## src/rtl/seven_seg_scanner.sv

```systemverilog
// Six-digit common-anode seven-segment scanner with frame-aligned value updates
// and inter-digit blanking.
// Optional feature: define SCAN_BLANK_LEADING_ZERO_EN to keep the leftmost
// digit dark whenever its nibble is zero.
module seven_seg_scanner #(
    parameter int unsigned REFRESH_DIV  = 50000,
    parameter int unsigned BLANK_CYCLES = 16
) (
    input  logic        clk,
    input  logic        reset,
    input  logic [23:0] digits_in,
    input  logic [5:0]  dp_in,
    input  logic        load,
    output logic [5:0]  an,
    output logic [6:0]  seg,
    output logic        dp,
    output logic        frame_done,
    output logic        pending
);

    localparam int unsigned PRE_W  = (REFRESH_DIV > 1) ? $clog2(REFRESH_DIV) : 1;
    localparam int unsigned IDX_W  = 3;
    localparam int unsigned DATA_W = 30;
    localparam logic [PRE_W-1:0] PRE_LAST  = PRE_W'(REFRESH_DIV - 1);
    localparam logic [PRE_W-1:0] BLANK_END = PRE_W'(BLANK_CYCLES);
    localparam logic [IDX_W-1:0] IDX_LAST  = IDX_W'(5);

    logic [PRE_W-1:0]  pre;
    logic [IDX_W-1:0]  idx;
    logic [DATA_W-1:0] shadow;
    logic [DATA_W-1:0] active;

    logic        slot_end_c;
    logic        wrap_c;
    logic [3:0]  nibble_c;
    logic        dp_bit_c;
    logic [6:0]  decode_c;
    logic [5:0]  an_nxt_c;
    logic [6:0]  seg_nxt_c;
    logic        dp_nxt_c;

    assign slot_end_c = (pre == PRE_LAST);
    assign wrap_c     = slot_end_c && (idx == IDX_LAST);

    // Prescaler and digit slot index.
    always_ff @(posedge clk) begin
        if (reset) begin
            pre <= '0;
            idx <= '0;
        end else if (slot_end_c) begin
            pre <= '0;
            idx <= (idx == IDX_LAST) ? '0 : idx + IDX_W'(1);
        end else begin
            pre <= pre + PRE_W'(1);
        end
    end

    // Shadow capture and frame-boundary transfer into the displayed value.
    always_ff @(posedge clk) begin
        if (reset) begin
            shadow  <= '0;
            active  <= '0;
            pending <= 1'b0;
        end else begin
            if (load) begin
                shadow <= {dp_in, digits_in};
            end
            if (wrap_c) begin
                pending <= 1'b0;
                if (load) begin
                    active <= {dp_in, digits_in};
                end else if (pending) begin
                    active <= shadow;
                end
            end else if (load) begin
                pending <= 1'b1;
            end
        end
    end

    // Select the nibble and decimal point of the digit currently being scanned.
    always_comb begin
        nibble_c = 4'h0;
        dp_bit_c = 1'b0;
        case (idx)
            3'd0: begin nibble_c = active[3:0];   dp_bit_c = active[24]; end
            3'd1: begin nibble_c = active[7:4];   dp_bit_c = active[25]; end
            3'd2: begin nibble_c = active[11:8];  dp_bit_c = active[26]; end
            3'd3: begin nibble_c = active[15:12]; dp_bit_c = active[27]; end
            3'd4: begin nibble_c = active[19:16]; dp_bit_c = active[28]; end
            3'd5: begin nibble_c = active[23:20]; dp_bit_c = active[29]; end
            default: begin nibble_c = 4'h0; dp_bit_c = 1'b0; end
        endcase
    end

    // BCD to active-low {g,f,e,d,c,b,a}; non-decimal codes show a dash.
    always_comb begin
        decode_c = 7'b0111111;
        case (nibble_c)
            4'd0: decode_c = 7'b1000000;
            4'd1: decode_c = 7'b1111001;
            4'd2: decode_c = 7'b0100100;
            4'd3: decode_c = 7'b0110000;
            4'd4: decode_c = 7'b0011001;
            4'd5: decode_c = 7'b0010010;
            4'd6: decode_c = 7'b0000010;
            4'd7: decode_c = 7'b1111000;
            4'd8: decode_c = 7'b0000000;
            4'd9: decode_c = 7'b0010000;
            default: decode_c = 7'b0111111;
        endcase
    end

    // Next display drive: dark during the blanking window, else one anode lit.
    always_comb begin
        an_nxt_c  = 6'b111111;
        seg_nxt_c = 7'b1111111;
        dp_nxt_c  = 1'b1;
        if (pre >= BLANK_END) begin
`ifdef SCAN_BLANK_LEADING_ZERO_EN
            if (!((idx == IDX_LAST) && (active[23:20] == 4'h0))) begin
                an_nxt_c  = ~(6'(6'b000001 << idx));
                seg_nxt_c = decode_c;
                dp_nxt_c  = ~dp_bit_c;
            end
`else
            an_nxt_c  = ~(6'(6'b000001 << idx));
            seg_nxt_c = decode_c;
            dp_nxt_c  = ~dp_bit_c;
`endif
        end
    end

    // Registered display outputs and frame pulse.
    always_ff @(posedge clk) begin
        if (reset) begin
            an         <= 6'b111111;
            seg        <= 7'b1111111;
            dp         <= 1'b1;
            frame_done <= 1'b0;
        end else begin
            an         <= an_nxt_c;
            seg        <= seg_nxt_c;
            dp         <= dp_nxt_c;
            frame_done <= wrap_c;
        end
    end

endmodule

```

## config.mk

```make
export PLATFORM = sky130hd
export DESIGN_NAME = seven_seg_scanner
export DESIGN_NICKNAME = d
export VERILOG_FILES = /design/src/rtl/seven_seg_scanner.sv
export SDC_FILE = /design/constraint.sdc
export NUM_CORES = 1
export LEC_CHECK = 0
export ABC_AREA = 0
export BUFFER_PORTS_ARGS = -buffer_cell sky130_fd_sc_hd__buf_2
export CORE_AREA = 2 2 84 94
export CTS_BUF_LIST = sky130_fd_sc_hd__clkbuf_16
export DETAILED_ROUTE_END_ITERATION = 7
export DIE_AREA = 0 0 86 96
export PLACE_DENSITY = 0.81
export SLEW_MARGIN = 0
export SYNTH_ARGS = -nofsm -noshare
export SYNTH_HDL_FRONTEND = slang
export SYNTH_SLANG_ARGS = --single-unit
```

## constraint.sdc

```tcl
create_clock -name clk -period 6.4 [get_ports clk]
set_input_delay 0.96 -clock clk [delete_from_list [all_inputs] [get_ports clk]]
set_output_delay 0.96 -clock clk [all_outputs]
set_load 0.03 [all_outputs]
```

==> results.txt, run 1 <==
* Yosys top cell area share: 48.2%
- Buffers plus inverters on the worst setup path: 1
- EDFF count, synth: 0
- Most area-hungry cell type in the Yosys netlist: sky130_fd_sc_hd__dfxtp_1
- Detailed placement ended at an HPWL of 5120 um.
- Fin area: 4510 um^2
- Initial Utilization: 54.0%
- Adder-Cell Fraction of Synth Area: 2.54%
- Design Power: 0.00117 W
- Counting I/O delays and the setup requirement, the final critical path takes 3.12 ns.
* Die Y-Extent: 96 um
- Last weighted congestion value of the routability-driven placer: 0.826
* Logic gate share of total power: 4.1%
- Net count of the finished layout: 473
- Detailed-route wire length per cell: 14.2 um
- Ranked by instance count, the synthesized netlist is headed by sky130_fd_sc_hd__dfxtp_1, sky130_fd_sc_hd__nor2_1, sky130_fd_sc_hd__mux2i_1, sky130_fd_sc_hd__nor2b_1, sky130_fd_sc_hd__mux2_2.
* Cell types with the largest area share after synthesis: sky130_fd_sc_hd__dfxtp_1, sky130_fd_sc_hd__mux2_2, sky130_fd_sc_hd__mux2i_1
* Total power divided by cell area: 260 nW/um^2
- Across the VDD grid, the largest voltage drop is 0.000176 V.
* Via count of the first global-routing pass: 2760
* TritonCTS clock tree: done
* Transition time at the pin with the least slew margin: 1.28 ns
- The cell area that synthesis handed to floorplanning was 3950 um^2.
- Synth Area in Compound Gates: 5.55%
- Post-route clock skew: 0.00777 ns
- By instance count, the leading cell after synthesis is sky130_fd_sc_hd__dfxtp_1.
* Nets in the synthesized netlist: 433
- Clock Tree Buf Depth: 2
- Routed wire length: 7440 um
* Sequential share of power: 51.9%
* Die Footprint: 8260 um^2
- In the routed design, unresolved DRC markers number 0.
- The number of clock buffers added by TritonCTS is 9.
- Before CTS, the worst setup slack after placement is 3.29 ns.
- The number of antenna violations at the first check in global routing came to 0.
* Worst path setup slack after routing: 3.28 ns
- Static timing analysis puts the maximum clock frequency at 0.321 GHz.
- Avg Inst Size Synth: 10.1 um^2
* Switching fraction of total power: 21.2%
- In this run the horizontal extent of the chip is 86 um.
* First-pass GRT wire length: 12600 um
- FF+latch count, synth: 95
- Endpoint kind of the worst setup timing path: register
- 49 I/O pins were placed.
- After the first detailed-routing iteration, the DRC count stood at 141.
- Sequential cells were found to cover 48.2% of the synthesized design area.
- Longest individual stage delay on the worst path: 1.02 ns
- Compared with the post-synthesis result, the final layout area differs by 14.2%.
* Via count: 2794
- The run finished with clean final reports.
* Clock-pin slew of the registers on the worst-case setup and hold paths: 0.06 ns
* Total routing resource utilization after global routing: 19.4%
* Critical path's slowest cell: sky130_fd_sc_hd__a211oi_1
- Via density per instance: 5.34
- Among cell families on the critical path, the largest total delay comes from compound AO/OA/AOI/OAI gates.
- The final critical path takes up 48.7% of the cycle.
* Worst path arrival time: 3.27 ns
* Max H-tree Level: 3
* Fraction of power consumed by the clock network: 44.0%
- Setup-violating endpoint count in the final report: 0
- Row generation in the floorplan step produced 33 rows.
- The min-delay analysis places its worst path in the category reg -> reg.
* Later-pin clock latency in the skew report: 0.34 ns
- Startpoint-to-endpoint class of the critical path: reg -> reg
- Total Neg Setup Slack: 0 ns
* Buffers on Ports: 48
- Post-Synth XOR/XNOR Area: 3.11%
* Number of distinct library cells after synthesis: 46
- Main flop type after synthesis: sky130_fd_sc_hd__dfxtp_1
* Cell count after synthesis: 392
* Data required time of the worst path: 6.56 ns
* Synthesized-area fraction occupied by and/or/nand/nor cells: 19.3%
- The max-slew violation count came to 0.
- Setup repair after global routing left no endpoint under its margin.
* Leakage power: 1.90 nW
- Max-cap violation count: 0
- For this run, the number of Yosys warnings is 0.
* Post-route ant nets: 0
- After floorplanning, the core was sized to cover 7310 um^2.
- Combinational family with the most area after synthesis: simple AND/OR/NAND/NOR gates
- The first detailed-routing pass ran for 4 iterations.
* ANT cells: 0
- Global routing finished with a remaining overflow of 0.
* Clock sink count: 95
* Ratio of cells with drive above 1 in the final layout: 23.6%
- The critical path goes through inv_1 -> ha_1 -> a32o_1 -> a211oi_1 -> and3_4 -> o21ai_0.
- Cell Int Power: 0.000924 W
- Hold violation count in the final report: 0
- The number of gates resized after CTS was 0.
- DP Area: 4220 um^2
- Cts-stage hold buffer count: 0
- Share of flip-flops with an asynchronous set or reset after synthesis: 0%
- In this run the tightest slew margin relative to its limit is 14.3%.
* Startpoint type of the worst setup path: register
- Summed over all nets, the switching power comes to 0.000248 W.
- In this run the post-CTS setup repair buffer count came out at 0.
- In this run the worst path has a maximum fanout of 14.
- Fraction of synthesized area in multiplexers: 18.0%
* Maximum number of pins on one net before global-route repair: 69
* Root buffer cell: sky130_fd_sc_hd__clkbuf_16
-- power groups by stage --
stage                      logic, W  clock network (W)  registers, W
after floorplan           0.0000318                  0      0.000622
after global placement    0.0000478                  0      0.000622
after detailed placement  0.0000488                  0      0.000622
after CTS                 0.0000492           0.000523      0.000609
after global routing      0.0000549           0.000548      0.000610
final                     0.0000484           0.000515      0.000609
-- per-layer routing --
layer	track usage [%]	routed length, um
met5	0	0
met4	8.60	138
met3	4.80	266
met2	32.2	3760
met1	24.0	3280
-- state kept, by name, summed over array words and instances, names as in the netlist --
register,flops
active,30
an,6
dp,1
frame_done,1
idx,3
pending,1
pre,16
seg,7
shadow,30
-- cells in the final DEF, fill, tap and decap left out, types with 3 or more instances in the layout --
| cell | Yosys | final |
|---|---|---|
| sky130_fd_sc_hd__a21oi_1 | 7 | 7 |
| sky130_fd_sc_hd__and3_1 | 3 | 3 |
| sky130_fd_sc_hd__buf_2 | 8 | 48 |
| sky130_fd_sc_hd__clkbuf_16 | 0 | 9 |
| sky130_fd_sc_hd__dfxtp_1 | 95 | 95 |
| sky130_fd_sc_hd__ha_1 | 8 | 8 |
| sky130_fd_sc_hd__inv_1 | 10 | 10 |
| sky130_fd_sc_hd__mux2_2 | 33 | 33 |
| sky130_fd_sc_hd__mux2i_1 | 34 | 34 |
| sky130_fd_sc_hd__nand2_1 | 12 | 12 |
| sky130_fd_sc_hd__nand3_1 | 10 | 10 |
| sky130_fd_sc_hd__nand4_1 | 3 | 3 |
| sky130_fd_sc_hd__nor2_1 | 57 | 57 |
| sky130_fd_sc_hd__nor2b_1 | 34 | 34 |
| sky130_fd_sc_hd__nor3_1 | 8 | 8 |
| sky130_fd_sc_hd__o21ai_0 | 6 | 6 |
| sky130_fd_sc_hd__o31ai_1 | 4 | 4 |
| sky130_fd_sc_hd__or3_1 | 3 | 3 |
| sky130_fd_sc_hd__xnor2_1 | 6 | 6 |
| sky130_fd_sc_hd__xor2_1 | 8 | 8 |
-- layout make-up --
class                   instances  area (um^2)
clock buffers                   9          225
fillers                       615         2800
multi-input cells             266         1920
clock inverters                 6         62.6
well taps                      87          109
flip-flops and latches         95         1900
repair buffers                 50          255
inverters                      10         37.5
-- worst reg2reg max path: stages, from the launching register on --
cell                       delay [ns]
sky130_fd_sc_hd__dfxtp_1         0.63
sky130_fd_sc_hd__inv_1           0.21
sky130_fd_sc_hd__ha_1            0.36
sky130_fd_sc_hd__a32o_1          0.25
sky130_fd_sc_hd__a211oi_1        1.02
sky130_fd_sc_hd__and3_4          0.38
sky130_fd_sc_hd__o21ai_0         0.09
-- cell families (layout without fill, tap and decap cells) --
kind of cell / Yosys count / after routing
AO/OA/AOI/OAI: 31 / 31
buffers and inverters: 31 / 75
flip-flops: 95 / 95
multiplexers: 67 / 67
AND/OR/NAND/NOR: 146 / 146
XOR/XNOR: 14 / 14
adder cells (fa/ha/maj): 8 / 8
-- worst paths after layout --
check / startpoint / end / slack, ns / depth (start not counted)
worst min register to register: pre[0] / pre[0] / 0.47 / 1
worst max register to register: idx[2] / seg[2] / 3.28 / 6
worst min-delay path: pre[0] / pre[0] / 0.47 / 1
worst max-delay path: idx[2] / seg[2] / 3.28 / 6
-- metrics by stage --
stage	cells	hold WS, ns	util (%)
floorplan	392	0.430	-
global placement	508	0.443	57.7
detailed placement	508	0.453	57.7
CTS	523	0.467	61.7
global route	523	0.497	61.7
finish	523	0.467	61.7
Power figures use the tool's default switching activity.
==> inputs of run 2 (changes only) <==
==> constraint.sdc (replaced) <==
create_clock -name clk -period 3 [get_ports clk]
set_input_delay 0.45 -clock clk [delete_from_list [all_inputs] [get_ports clk]]
set_output_delay 0.45 -clock clk [all_outputs]
set_load 0.03 [all_outputs]
==> results.txt, run 2 (synthesis results as in run 1) <==
* Fraction of power consumed by the clock network: 40.9% (was 44.0%)
* Ratio of cells with drive above 1 in the final layout: 23.6% (about the same)
- Clock sink count: 95 (unchanged)
- The final hold violation count is 0 (unchanged).
- The combinational share of power is 4.4% (was 4.1%).
- DRT iter0 DRCs: 168 (was 141)
* Switching fraction of total power: 21.1% (was 21.2%)
- Net count of the finished layout: 476 (was 473)
- Buffers plus inverters on the worst setup path: 2 (was 1)
- Most frequent cells in the layout: sky130_fd_sc_hd__dfxtp_1, sky130_fd_sc_hd__nor2_1, sky130_fd_sc_hd__buf_2 (unchanged).
- Cts-stage hold buffer count: 0 (unchanged)
- The TritonCTS clock tree is done (unchanged).
* Clock buffers created by TritonCTS: 9 (unchanged)
- The chip height came to 96 um (unchanged).
- Unrepaired setup endpoints after global routing: no (unchanged)
- The placer congestion estimate came to 0.918 (was 0.826).
* Std cell rows: 33 (unchanged)
- The root buffer selected by CTS is sky130_fd_sc_hd__clkbuf_16 (unchanged).
- Detailed-route wire length per cell: 14.0 um (was 14.2 um)
* Horiz. Die Dim: 86 um (unchanged)
- Cell Int Power: 0.00187 W (was 0.000924 W)
- The delay of the slowest critical-path stage is 0.60 ns (was 1.02 ns).
- The clock latency on the worst-skew pair is 0.34 ns (about the same).
* Half-perimeter wire length after placement: 5220 um (was 5120 um)
* Max rail drop VDD: 0.000335 V (was 0.000176 V)
* Top metal layer carrying routed signals: met4 (unchanged)
- The data arrival time of the worst path came to 2.81 ns (was 3.27 ns).
- Via density per instance: 5.39 (was 5.34)
- The wire length on met3 is 329 um (was 266 um).
- Total power divided by cell area: 529 nW/um^2 (was 260 nW/um^2)
- The post-cts resize count was 0 (unchanged).
* Maximum number of pins on one net before global-route repair: 47 (was 69)
* Post-route clock skew: 0.00437 ns (was 0.00777 ns)
- Fin crit period: 2.64 ns (was 3.12 ns)
* Top Family by Delay on Critical Path: adder cells (was compound AO/OA/AOI/OAI gates)
- The leading cell type in the layout, fill and taps excluded is sky130_fd_sc_hd__dfxtp_1 (unchanged).
- ANT cells: 0 (unchanged)
* Startpoint-to-endpoint class of the critical path: reg -> reg (unchanged)
- Largest registers: active (30), shadow (30), pre (16) (unchanged).
- Buffers on Ports: 48 (unchanged)
- Post-CTS setup buffers: 0 (unchanged)
- Hold WC Path Type: in -> reg (was reg -> reg)
- The critical register-to-register path startpoint was idx[2] (unchanged).
- The area growth from synthesis to layout came to 13.7% (was 14.2%).
- Critical path's slowest cell: sky130_fd_sc_hd__dfxtp_1 (was sky130_fd_sc_hd__a211oi_1)
- The number of max-cap violations came to 0 (unchanged).
* Final Max Tran Viols: 0 (unchanged)
* Pre-antenna DRT Iters: 4 (unchanged)
* Max H-tree Level: 3 (unchanged)
- The tightest slew margin relative to the limit was 27.8% (was 14.3%).
- Cells along the critical path: inv_1 -> ha_1 -> a221oi_2 -> inv_1 -> ha_1 -> nor3_1 -> o31ai_1 (was inv_1 -> ha_1 -> a32o_1 -> a211oi_1 -> and3_4 -> o21ai_0)
- Area inside the core boundary: 7310 um^2 (unchanged)
* Clock Tree Buf Depth: 2 (unchanged)
* Outcome: completed (unchanged)
- The number of primary I/O pins came to 49 (unchanged).
- The antenna violation net count after detailed routing was 0 (unchanged).
* Via count: 2826 (was 2794)
- The total negative slack is 0 ns (unchanged).
- Routed wire length: 7340 um (was 7440 um)
- Data required time of the worst path: 3.17 ns (was 6.56 ns)
* Clock-pin slew of the registers on the worst-case setup and hold paths: 0.06 ns (about the same)
* Overall overflow remaining after global route: 0 (unchanged)
- The detailed-routed wire length on met2 is 3510 um (was 3760 um).
* Final period util: 88.0% (was 48.7%)
* Number of remaining DRC errors: 0 (unchanged)
- The slew of the pin with the lowest slew margin was 1.08 ns (was 1.28 ns).
* Die Footprint: 8260 um^2 (unchanged)
- The global router's overall resource usage came to 19.0% (was 19.4%).
- Antenna violations before repair: 0 (unchanged)
- The number of fill cells in the layout was 590 (was 615).
- The largest fanout on the critical path is 14 (unchanged).
- The initial cell density of the core is 54.0% (unchanged).
- Post-route met1 wirelength: 3330 um (was 3280 um)
- Sequential share of power: 54.7% (was 51.9%)
- The global-route wire length before repair was 12200 um (was 12600 um).
- The start point of the worst min-delay path was dp_in[2] (was pre[0]).
* Endpoint kind of the worst setup timing path: register (unchanged)
* Setup-violating endpoint count in the final report: 0 (unchanged)
- Design Power: 0.00237 W (was 0.00117 W)
- The standby leakage power is 1.90 nW (about the same).
- The peak clock frequency supported by timing came to 0.379 GHz (was 0.321 GHz).
* First element of the critical path: idx[2] (unchanged)
* Via count of the first global-routing pass: 2646 (was 2760)
- The switching power of the nets is 0.000501 W (was 0.000248 W).
- Startpoint type of the worst setup path: register (unchanged)
==> run 2: path summary, 6_finish.rpt <==
path	end	cells after the start	slack, ns
worst min-delay path	shadow[26]	3	0.39
worst min register to register	pre[0]	1	0.46
worst max register to register	seg[3]	7	0.36
worst max-delay path	seg[3]	7	0.36
==> run 2: area by class of cell <==
type                       count  area [um^2]  share of cell area, %
timing repair buffer          53          278                   6.19
clock buffer                   9          225                   5.02
clock inverter                 4         17.5                  0.391
inverter                      10         37.5                  0.837
sequential                    95         1900                   42.4
tap                           87          109                   2.43
multi-input combinational    266         1920                   42.7
==> run 2: worst register-to-register path, stage by stage (launching register included) <==
cell and delay, ns:
sky130_fd_sc_hd__dfxtp_1 0.60, sky130_fd_sc_hd__inv_1 0.21, sky130_fd_sc_hd__ha_1 0.34, sky130_fd_sc_hd__a221oi_2 0.53
sky130_fd_sc_hd__inv_1 0.16, sky130_fd_sc_hd__ha_1 0.34, sky130_fd_sc_hd__nor3_1 0.22, sky130_fd_sc_hd__o31ai_1 0.09
==> run 2: power by group through the flow <==
stage | Combinational, W | Sequential (W) | Clock, W
after floorplan | 0.0000679 | 0.00133 | 0
after global placement | 0.000103 | 0.00133 | 0
after detailed placement | 0.000105 | 0.00133 | 0
after CTS | 0.000106 | 0.00130 | 0.000984
after global routing | 0.000117 | 0.00130 | 0.00105
final | 0.000104 | 0.00130 | 0.000970
==> run 2: per-layer routing <==
layer / vias to the layer above / GRT usage [%]
li1: 1422 / -
met1: 1326 / 23.3
met2: 61 / 31.5
met3: 17 / 5.32
met4: 0 / 7.94
met5: - / 0
==> run 2: stage by stage <==
| step | util [%] | std cells | hold slack [ns] | worst slack [ns] | cell area [um^2] |
|---|---|---|---|---|---|
| after global placement | 58.1 | 511 | 0.442 | 0.555 | 4240 |
| after detailed placement | 58.1 | 511 | 0.456 | 0.379 | 4240 |
| after floorplan | - | 392 | 0.430 | 0.763 | 3950 |
| after CTS | 61.4 | 524 | 0.384 | 0.371 | 4490 |
| after global routing | 61.4 | 524 | 0.399 | 0.160 | 4490 |
| final | 61.4 | 524 | 0.386 | 0.360 | 4490 |
